## src/rtl/fft_pkg.sv

```systemverilog
// Shared FFT pipeline types: lane vectors, sample and CBFP index widths.
package fft_pkg;

   localparam int unsigned ARRAY_SIZE = 16;
   localparam int unsigned DW         = 11;
   localparam int unsigned CNT_SIZE   = 5;

   typedef logic signed [DW-1:0] sample_t;
   typedef sample_t              lane_vec_t [ARRAY_SIZE];
   typedef logic [CNT_SIZE-1:0]  cbfp_idx_t;

endpackage

```

## src/rtl/bfly_pair_store.sv

```systemverilog
// Small register file holding the first half of a butterfly group until its partner arrives.
module bfly_pair_store
   import fft_pkg::*;
#(
   parameter  int unsigned DEPTH = 4,
   localparam int unsigned AW    = $clog2(DEPTH)
) (
   input  logic            clk,
   input  logic            i_we,
   input  logic [AW-1:0]   i_waddr,
   input  lane_vec_t       i_wre,
   input  lane_vec_t       i_wim,
   input  cbfp_idx_t       i_widx,
   input  logic [AW-1:0]   i_raddr,
   output lane_vec_t       o_rre,
   output lane_vec_t       o_rim,
   output cbfp_idx_t       o_ridx
);

   lane_vec_t r_re  [DEPTH];
   lane_vec_t r_im  [DEPTH];
   cbfp_idx_t r_idx [DEPTH];

   // Write port; contents need no reset since a slot is always written before it is read.
   always_ff @(posedge clk) begin
      if (i_we) begin
         r_re[i_waddr]  <= i_wre;
         r_im[i_waddr]  <= i_wim;
         r_idx[i_waddr] <= i_widx;
      end
   end

   assign o_rre  = r_re[i_raddr];
   assign o_rim  = r_im[i_raddr];
   assign o_ridx = r_idx[i_raddr];

endmodule

```

## src/rtl/m1_bfly_pair_buffer.sv

```systemverilog
// Regroups the CBFP beat stream into radix-2 pairs: beat k of each group meets beat k+HALF_BEATS.
module m1_bfly_pair_buffer
   import fft_pkg::*;
#(
   parameter  int unsigned HALF_BEATS = 4,
   localparam int unsigned SLOT_W     = $clog2(HALF_BEATS),
   localparam int unsigned BEAT_W     = SLOT_W + 1
) (
   input  logic              clk,
   input  logic              rst,
   input  logic              valid_in,
   input  logic              frame_start,
   input  lane_vec_t         din_re,
   input  lane_vec_t         din_im,
   input  cbfp_idx_t         idx_in,
   output logic              valid_out,
   output lane_vec_t         dout_a_re,
   output lane_vec_t         dout_a_im,
   output lane_vec_t         dout_b_re,
   output lane_vec_t         dout_b_im,
   output cbfp_idx_t         idx_a,
   output cbfp_idx_t         idx_b,
   output logic [SLOT_W-1:0] pair_beat,
   output logic              frame_err
);

   logic [BEAT_W-1:0] r_beat_cnt;
   logic [BEAT_W-1:0] w_eff_cnt;
   logic              w_start;
   logic              w_fill;
   logic              w_drain;
   lane_vec_t         w_rd_re;
   lane_vec_t         w_rd_im;
   cbfp_idx_t         w_rd_idx;

   // frame_start re-aligns the current beat to position 0 of a fresh group.
   assign w_start   = valid_in & frame_start;
   assign w_eff_cnt = w_start ? '0 : r_beat_cnt;
   assign w_fill    = valid_in & ~w_eff_cnt[BEAT_W-1];
   // A realigned beat is always a FILL beat, so it never drains a stale slot.
   assign w_drain   = valid_in & ~w_start & r_beat_cnt[BEAT_W-1];

   bfly_pair_store #(
      .DEPTH (HALF_BEATS)
   ) u_store (
      .clk     (clk),
      .i_we    (w_fill & ~rst),
      .i_waddr (w_eff_cnt[SLOT_W-1:0]),
      .i_wre   (din_re),
      .i_wim   (din_im),
      .i_widx  (idx_in),
      .i_raddr (r_beat_cnt[SLOT_W-1:0]),
      .o_rre   (w_rd_re),
      .o_rim   (w_rd_im),
      .o_ridx  (w_rd_idx)
   );

   // Beat counter, error pulse and pair output registers.
   always_ff @(posedge clk) begin
      if (rst) begin
         r_beat_cnt <= '0;
         valid_out  <= 1'b0;
         frame_err  <= 1'b0;
         dout_a_re  <= '{default: '0};
         dout_a_im  <= '{default: '0};
         dout_b_re  <= '{default: '0};
         dout_b_im  <= '{default: '0};
         idx_a      <= '0;
         idx_b      <= '0;
         pair_beat  <= '0;
      end else begin
         valid_out <= w_drain;
         frame_err <= w_start & (r_beat_cnt != '0);
         if (valid_in) begin
            r_beat_cnt <= w_eff_cnt + BEAT_W'(1);
         end
         if (w_drain) begin
            dout_a_re <= w_rd_re;
            dout_a_im <= w_rd_im;
            dout_b_re <= din_re;
            dout_b_im <= din_im;
            idx_a     <= w_rd_idx;
            idx_b     <= idx_in;
            pair_beat <= r_beat_cnt[SLOT_W-1:0];
         end
      end
   end

endmodule

```

## config.mk

```make
export PLATFORM = sky130hd
export DESIGN_NAME = m1_bfly_pair_buffer
export DESIGN_NICKNAME = d
export VERILOG_FILES = /design/src/rtl/fft_pkg.sv /design/src/rtl/bfly_pair_store.sv /design/src/rtl/m1_bfly_pair_buffer.sv
export SDC_FILE = /design/constraint.sdc
export NUM_CORES = 2
export LEC_CHECK = 0
export CELL_PAD_IN_SITES_DETAIL_PLACEMENT = 0
export CELL_PAD_IN_SITES_GLOBAL_PLACEMENT = 2
export CORE_MARGIN = 1
export CORE_UTILIZATION = 39
export DETAILED_ROUTE_END_ITERATION = 6
export PLACE_DENSITY = 0.85
export SETUP_SLACK_MARGIN = 0.15
export SLEW_MARGIN = 30
export SYNTH_ARGS = -nofsm -noshare
export SYNTH_HDL_FRONTEND = slang
export SYNTH_SLANG_ARGS = --single-unit
export TNS_END_PERCENT = 100
```

## constraint.sdc

```tcl
create_clock -name clk -period 12.25 [get_ports clk]
set_clock_uncertainty 0.2 [all_clocks]
set_input_delay 1.8375 -clock clk [delete_from_list [all_inputs] [get_ports clk]]
set_output_delay 1.8375 -clock clk [all_outputs]
set_load 0.03 [all_outputs]
```

=== Word level (Yosys, flattened, before mapping) ===
Memories as Yosys holds them, arrays and structs flattened. A register that Yosys moved wholly into a read port is not among the register bits.
Index checks and enable logic that the tools add are counted.

* $add $sub $neg: 1
* Magnitude comparators: 0
* Eq/ne operators: 0
* Reduce and logical (&&, ||, !) cells: 1
* Bitwise logic cells: 9
* Multiply operators: 0
* Shifts and indexed selects: 0
* Mux-type cells: 3
* Divide/modulo/power cells: 0

{| class="wikitable"
|+ Operator list
! cell !! number
|-
| 1-bit AND || 6
|-
| 3-bit by 1-bit adder with 3-bit output (second input constant) || 1
|-
| 3-bit two-way mux || 1
|-
| 1-bit NOT || 3
|-
| 3-bit nonzero test || 1
|-
| 1-bit two-way mux || 2
|}

* Memories: 3
* Bits in registers: 364
* Latch bits: 0
* RAM bits: 1428
* Output and inout port bits: 718
* ROM bits: 0
* Logic and storage cells: 54

{| class="wikitable"
|+ Memories
! memory !! depth !! width !! rd ports !! clocked after Yosys merged registers in !! write ports !! RTL line !! text
|-
| u_store.r_im || 4 || 176 || 1 || 1 || 1 || bfly_pair_store.sv:21 || <nowiki>lane_vec_t r_im [DEPTH];</nowiki>
|-
| u_store.r_re || 4 || 176 || 1 || 1 || 1 || bfly_pair_store.sv:20 || <nowiki>lane_vec_t r_re [DEPTH];</nowiki>
|-
| u_store.r_idx || 4 || 5 || 1 || 1 || 1 || bfly_pair_store.sv:22 || <nowiki>cbfp_idx_t r_idx [DEPTH];</nowiki>
|}

=== Depth between registers and ports, before layout ===
* Depth in word-level cells: 7
* Depth in mapped cells: 8
* Gate-level depth less buffers: 5

=== Hierarchy ===
Synthesis repeated with hierarchy kept, for this count alone.

* Cells, all modules: 4998
* Area, all modules: 76508.4 um^2

{| class="wikitable"
|+ Modules (own cells, without submodules)
! module !! times used !! area an instance (um^2) !! sequential area each (um^2) !! cells an instance
|-
| bfly_pair_store || 1 || 51878.5 || 42881.1 || 1869
|-
| m1_bfly_pair_buffer || 1 || 24629.9 || 14433.8 || 3129
|}

=== Worst setup path after synthesis ===
Ideal clock, no wire load.

* Path kind: input-to-reg
* Start point: input valid_in
* End point: memory u_store.r_idx[3][0] (netlist name) (enable)
* Data required time: 11.282 ns
* Slack: 0.821 ns
* Cell stages on the path: 4
* Arrival time: 10.462 ns
* Cells stage by stage: buf_4 > inv_1 > nor3_1 > and3_1

* Cells in the longest elaborated chain, start to end: 7

{| class="wikitable"
|+ Ends and longest elaborated chain
! item !! RTL line !! text
|-
| from (decl) || m1_bfly_pair_buffer.sv:11 || <nowiki>input logic valid_in,</nowiki>
|-
| 1-bit AND || m1_bfly_pair_buffer.sv:37 || <nowiki>assign w_start = valid_in & frame_start;</nowiki>
|-
| 3-bit two-way mux || m1_bfly_pair_buffer.sv:38 || <nowiki>assign w_eff_cnt = w_start ? '0 : r_beat_cnt;</nowiki>
|-
| 1-bit NOT || m1_bfly_pair_buffer.sv:39 || <nowiki>assign w_fill = valid_in & ~w_eff_cnt[BEAT_W-1];</nowiki>
|-
| 1-bit AND || m1_bfly_pair_buffer.sv:39 ||
|-
| 1-bit AND || m1_bfly_pair_buffer.sv:47 || <nowiki>.i_we (w_fill & ~rst),</nowiki>
|-
| 1-bit two-way mux || bfly_pair_store.sv:26 || <nowiki>if (i_we) begin</nowiki>
|-
| 1-bit two-way mux (not written as such) || bfly_pair_store.sv:29 || <nowiki>r_idx[i_waddr] <= i_widx;</nowiki>
|-
| to (decl) || bfly_pair_store.sv:22 ||
|}

Parallel ways exist; a longest one is shown, timed or not.

=== Final worst setup path ===
* Start point: input valid_in
* End point: memory u_store.r_im[3][31] (netlist name) (enable)

* Cells in the longest elaborated chain, start to end: 7

{| class="wikitable"
|+ Ends and longest elaborated chain
! item !! RTL line !! text
|-
| 1-bit AND || m1_bfly_pair_buffer.sv:37 ||
|-
| 3-bit two-way mux || m1_bfly_pair_buffer.sv:38 ||
|-
| 1-bit NOT || m1_bfly_pair_buffer.sv:39 ||
|-
| 1-bit AND || m1_bfly_pair_buffer.sv:39 ||
|-
| 1-bit AND || m1_bfly_pair_buffer.sv:47 ||
|-
| 1-bit two-way mux || bfly_pair_store.sv:26 ||
|-
| 1-bit two-way mux (not written as such) || bfly_pair_store.sv:28 || <nowiki>r_im[i_waddr] <= i_wim;</nowiki>
|-
| to (decl) || bfly_pair_store.sv:21 ||
|}

Parallel ways exist; a longest one is shown, timed or not.

==> impl.org <==
** Layout
- Sequential cell area :: between 0.05 and 0.06 sq mm
- The area growth from synthesis to layout is 26.6%.
- Once layout is complete, the utilization of the core stands at 0.497.
- Fraction of final layout cells with drive strength greater than 1 :: 0.123
- In the final design database the tool counted 6396 nets.
- Fillers :: approximately 16000
- Area used by multi-input combinational logic :: roughly 0.017 sq mm
- Final cell area excluding filler cells :: 0.0968 sq mm

** Critical path
- Worst flop-to-flop path endpoint :: dout_a_re[168]
- Sequence of cells on the critical path :: clkdlybuf4s50_1 -> inv_1 -> nor3_1 -> and3_4 -> buf_12 -> buf_4
- Max incr delay on CP :: ~0.83 ns
- The critical path ends at u_store.r_im[3][31].
- Cell with the biggest individual delay on the critical path :: buf_4
- Data arrival time of the critical path :: around 5.5 ns
- Tracing the worst setup path back leads to its startpoint at valid_in.
- Length in cells of the worst reg-to-reg path :: 6
- Maximum fanout encountered on the critical timing path :: 104
- Required time reported for the critical path endpoint :: ~13 ns
- Element type at the critical path end :: flip-flop
- Worst setup slack for register-to-register paths :: just under 8 ns
- By startpoint and endpoint, the worst setup path is classified as input pin to flip-flop.
- The worst setup path is launched from an input pin.
- Reg2Reg Launch Point :: r_beat_cnt[1]

** STA
- Setup violations, final :: 0
- Final worst path period share :: 0.426
- For the finished layout, the period the worst path requires is about 5.2 ns.
- Setup repair after global routing left no endpoint under its margin.
- Setup total negative slack on the finished layout was measured at 0 ns.
- The number of pins exceeding their max-slew limit in the final report was 0.
- The number of hold violations in the final report is 0.
- Least-Margin Pin Slew :: ~1.1 ns
- Hold Worst Slack :: roughly 0.25 ns
- Maximum achievable frequency :: roughly 190 MHz
- Relative max-transition margin :: 0.249

** Route
- The highest layer touched by signal routing is met4.
- The first detailed-routing pass ran for 5 iterations.
- Met3 wire length :: roughly 13000 um
- For this run, design rule violations remaining after detail routing come to 0.
- Detail-routed via count per cell :: ~5
- Drt wl/cell :: 23.1 um
- Via count of the routed design :: ~44000
- In this run, the number of DRC markers left after iteration 0 of detailed routing was approximately 3000.
- Detailed routing placed a total of between 100000 and 150000 um of wire on met2.
- The final layout contains routed wiring with a total length of 204000 um.
- In the final routing, the length of wire on met1 measures approximately 80000 um.
- In this run the remaining antenna-violating nets after routing total 0.

** Clock tree
- For this design, the sink count on the clock tree is 2149.
- The cell sitting at the root of the clock tree is a clkbuf_16.
- Post-CTS Setup Inserts :: 0
- Hold-fix buffers, CTS :: 0
- The H-tree was split into 4 levels.
- Max clock buf depth :: 3
- Number of buffers inserted during clock tree synthesis :: ~220
- Clock transition time at the flip-flop clock pins of the worst setup and hold paths :: roughly 0.060 ns
- Gates resized during post-CTS repair numbered 0.
- CTS tree :: done
- Worst-Skew Late Latency :: between 0.8 and 0.9 ns

** Power
- Dividing total power by cell area gives a power density of between 150 and 200 mW/mm^2.
- LEAKAGE :: 0.0300 uW
- VDD sags by at most between 100 and 150 uV.

** Die
- Num ports :: between 1000 and 1500
- Y dimension of the die :: 445 um
- Floorplan row count :: 162
- Width of the die :: 445 um
- Placeable core area :: 0.195 sq mm
- Area of the die :: between 0.15 and 0.2 sq mm
- Initial core utilization :: 0.393

** Placed design
- Detailed-placement wirelength estimate :: ~130000 um
- Once placement finished, the instance area stood at between 0.08 and 0.09 sq mm.
- GPL Wtd Cong :: 0.819
- During placement, the flow inserted port buffers numbering approximately 1100.

** Logic synthesis
- Number of warnings issued by yosys :: 0
- Summed over all instances, the cell type with the most area after synthesis is edfxtp_1.
- When the netlist entered floorplanning its net count stood at around 5400.
- Post-synthesis instance area :: 0.0765 sq mm
- Flops & latches, synth :: 2149
- Sequential fraction of the synthesis area :: 0.749
- Of the post-synthesis cell area, the dominant cell type holds 0.561.
- The number of different library cells used by synthesis comes to 25.
- A synthesized cell averages about 15 sq um.
- Counting every instance in the synthesized netlist gives approximately 5000.
- Yosys attributes the largest share of cell area to edfxtp_1 (56%), dfxtp_1 (19%), mux4_2 (11%), nand2_1 (7.0%), a21oi_1 (4.6%).

** Global routing
- Grt total ovfl :: 0
- Pin count of the biggest net entering global routing :: 194
- First-pass GRT wire length :: 295000 um
- All-Layer GR Usage :: 0.200
- Initial antenna violation count :: 9
- Vias in the first global route :: about 44000

** Status
- Result of the run :: finished clean

** Run
- Max-cap violations in this run came to 0.

** Min path
- The startpoint identified for the worst hold timing path is idx_a[3].
- Worst min path class :: flip-flop to flip-flop
## layer usage
layer / track usage / vias to the layer above
li1: - / 20300
met1: 0.243 / 22500
met2: 0.345 / 1279
met5: 0 / -
met4: 0.0787 / 0
met3: 0.0471 / 306
## layout by cell type (no fill, tap or decap), drive strengths merged
cell type,count
nand2,1435
edfxtp,1428
clkdlybuf4s50,1077
dfxtp,721
a21oi,718
mux4,357
clkbuf,302
clkinv,65
buf,54
bufinv,24
inv,13
clkinvlp,10
diode,3
nor3,3
and2,3
nor2,3
ha,3
nor2b,2
and3,1
and3b,1
nand3b,1
mux2i,1
a211oi,1
o21ai,1
nand4b,1
## per-stage QoR
| stage | cells | power [uW] | setup WS (ns) |
|---|---|---|---|
| floorplan | 5004 | 8430 | 0.821 |
| CTS | 8844 | 15500 | 6.97 |
| global placement | 8432 | 8690 | 6.02 |
| finish | 8852 | 15300 | 7.03 |
| global route | 8851 | 15800 | 6.90 |
| detailed placement | 8433 | 8710 | 6.02 |
## cell usage after synthesis (all sizes together)
library cell / instances
clkbuf: 123
mux4: 357
and2: 3
o21ai: 1
nor2b: 2
nand4b: 1
dfxtp: 721
and3b: 1
ha: 3
nor3: 3
edfxtp: 1428
a211oi: 1
nand2: 1435
a21oi: 718
nor2: 3
and3: 1
nand3b: 1
inv: 3
buf: 198
mux2i: 1
## worst min-delay path by stage
stage	endpoint	slack, ns	depth (start not counted)
after floorplan	r_beat_cnt[2]	0.30	2
after global placement	dout_b_im[48]	0.24	2
after detailed placement	idx_a[3]	0.25	2
after CTS	idx_a[3]	0.25	2
after global routing	dout_b_im[5]	0.27	2
final	idx_a[3]	0.25	2
## logic make-up (layout without fill, tap and decap cells)
| logic type | count (synthesis) | in the layout | synth area share |
|---|---|---|---|
| AOI/OAI and AO/OA | 720 | 720 | 0.0481 |
| adders and majority gates | 3 | 3 | 0.000491 |
| buffers and inverters | 324 | 1545 | 0.0253 |
| DFF | 2149 | 2149 | 0.749 |
| muxes | 358 | 358 | 0.105 |
| other | 0 | 3 | 0 |
| and+or+nand+nor | 1450 | 1450 | 0.0716 |
## worst max-delay path, delay by kind of cell
family	cells	cell delay, ns
buf+inv	4	2.24
simple gates	2	1.13
## report_power, final
| part | total [uW] | internal [uW] | leakage, uW | switching (uW) |
|---|---|---|---|---|
| registers | 7870 | 7840 | 0.0188 | 29.5 |
| logic | 672 | 305 | 0.00770 | 367 |
| clock network | 6770 | 3960 | 0.00357 | 2810 |
| total | 15300 | 12100 | 0.0300 | 3200 |
## area by class of cell
cell class / count / share of cell area
sequential: 2149 / 0.592
multi-input combinational: 2531 / 0.178
timing repair buffer: 1131 / 0.119
clock buffer: 302 / 0.0624
tap: 2624 / 0.0339
clock inverter: 109 / 0.0137
inverter: 3 / 0.000116
antenna: 3 / 0.0000775
## state kept, by name (all words and copies together), names as in the netlist
name           flops
dout_b_im        176
u_store.r_idx     20
dout_a_re        176
idx_b              5
u_store.r_re     704
pair_beat          2
valid_out          1
dout_b_re        176
idx_a              5
u_store.r_im     704
frame_err          1
r_beat_cnt         3
dout_a_im        176
No activity file was read; power rests on OpenSTA's default activity.
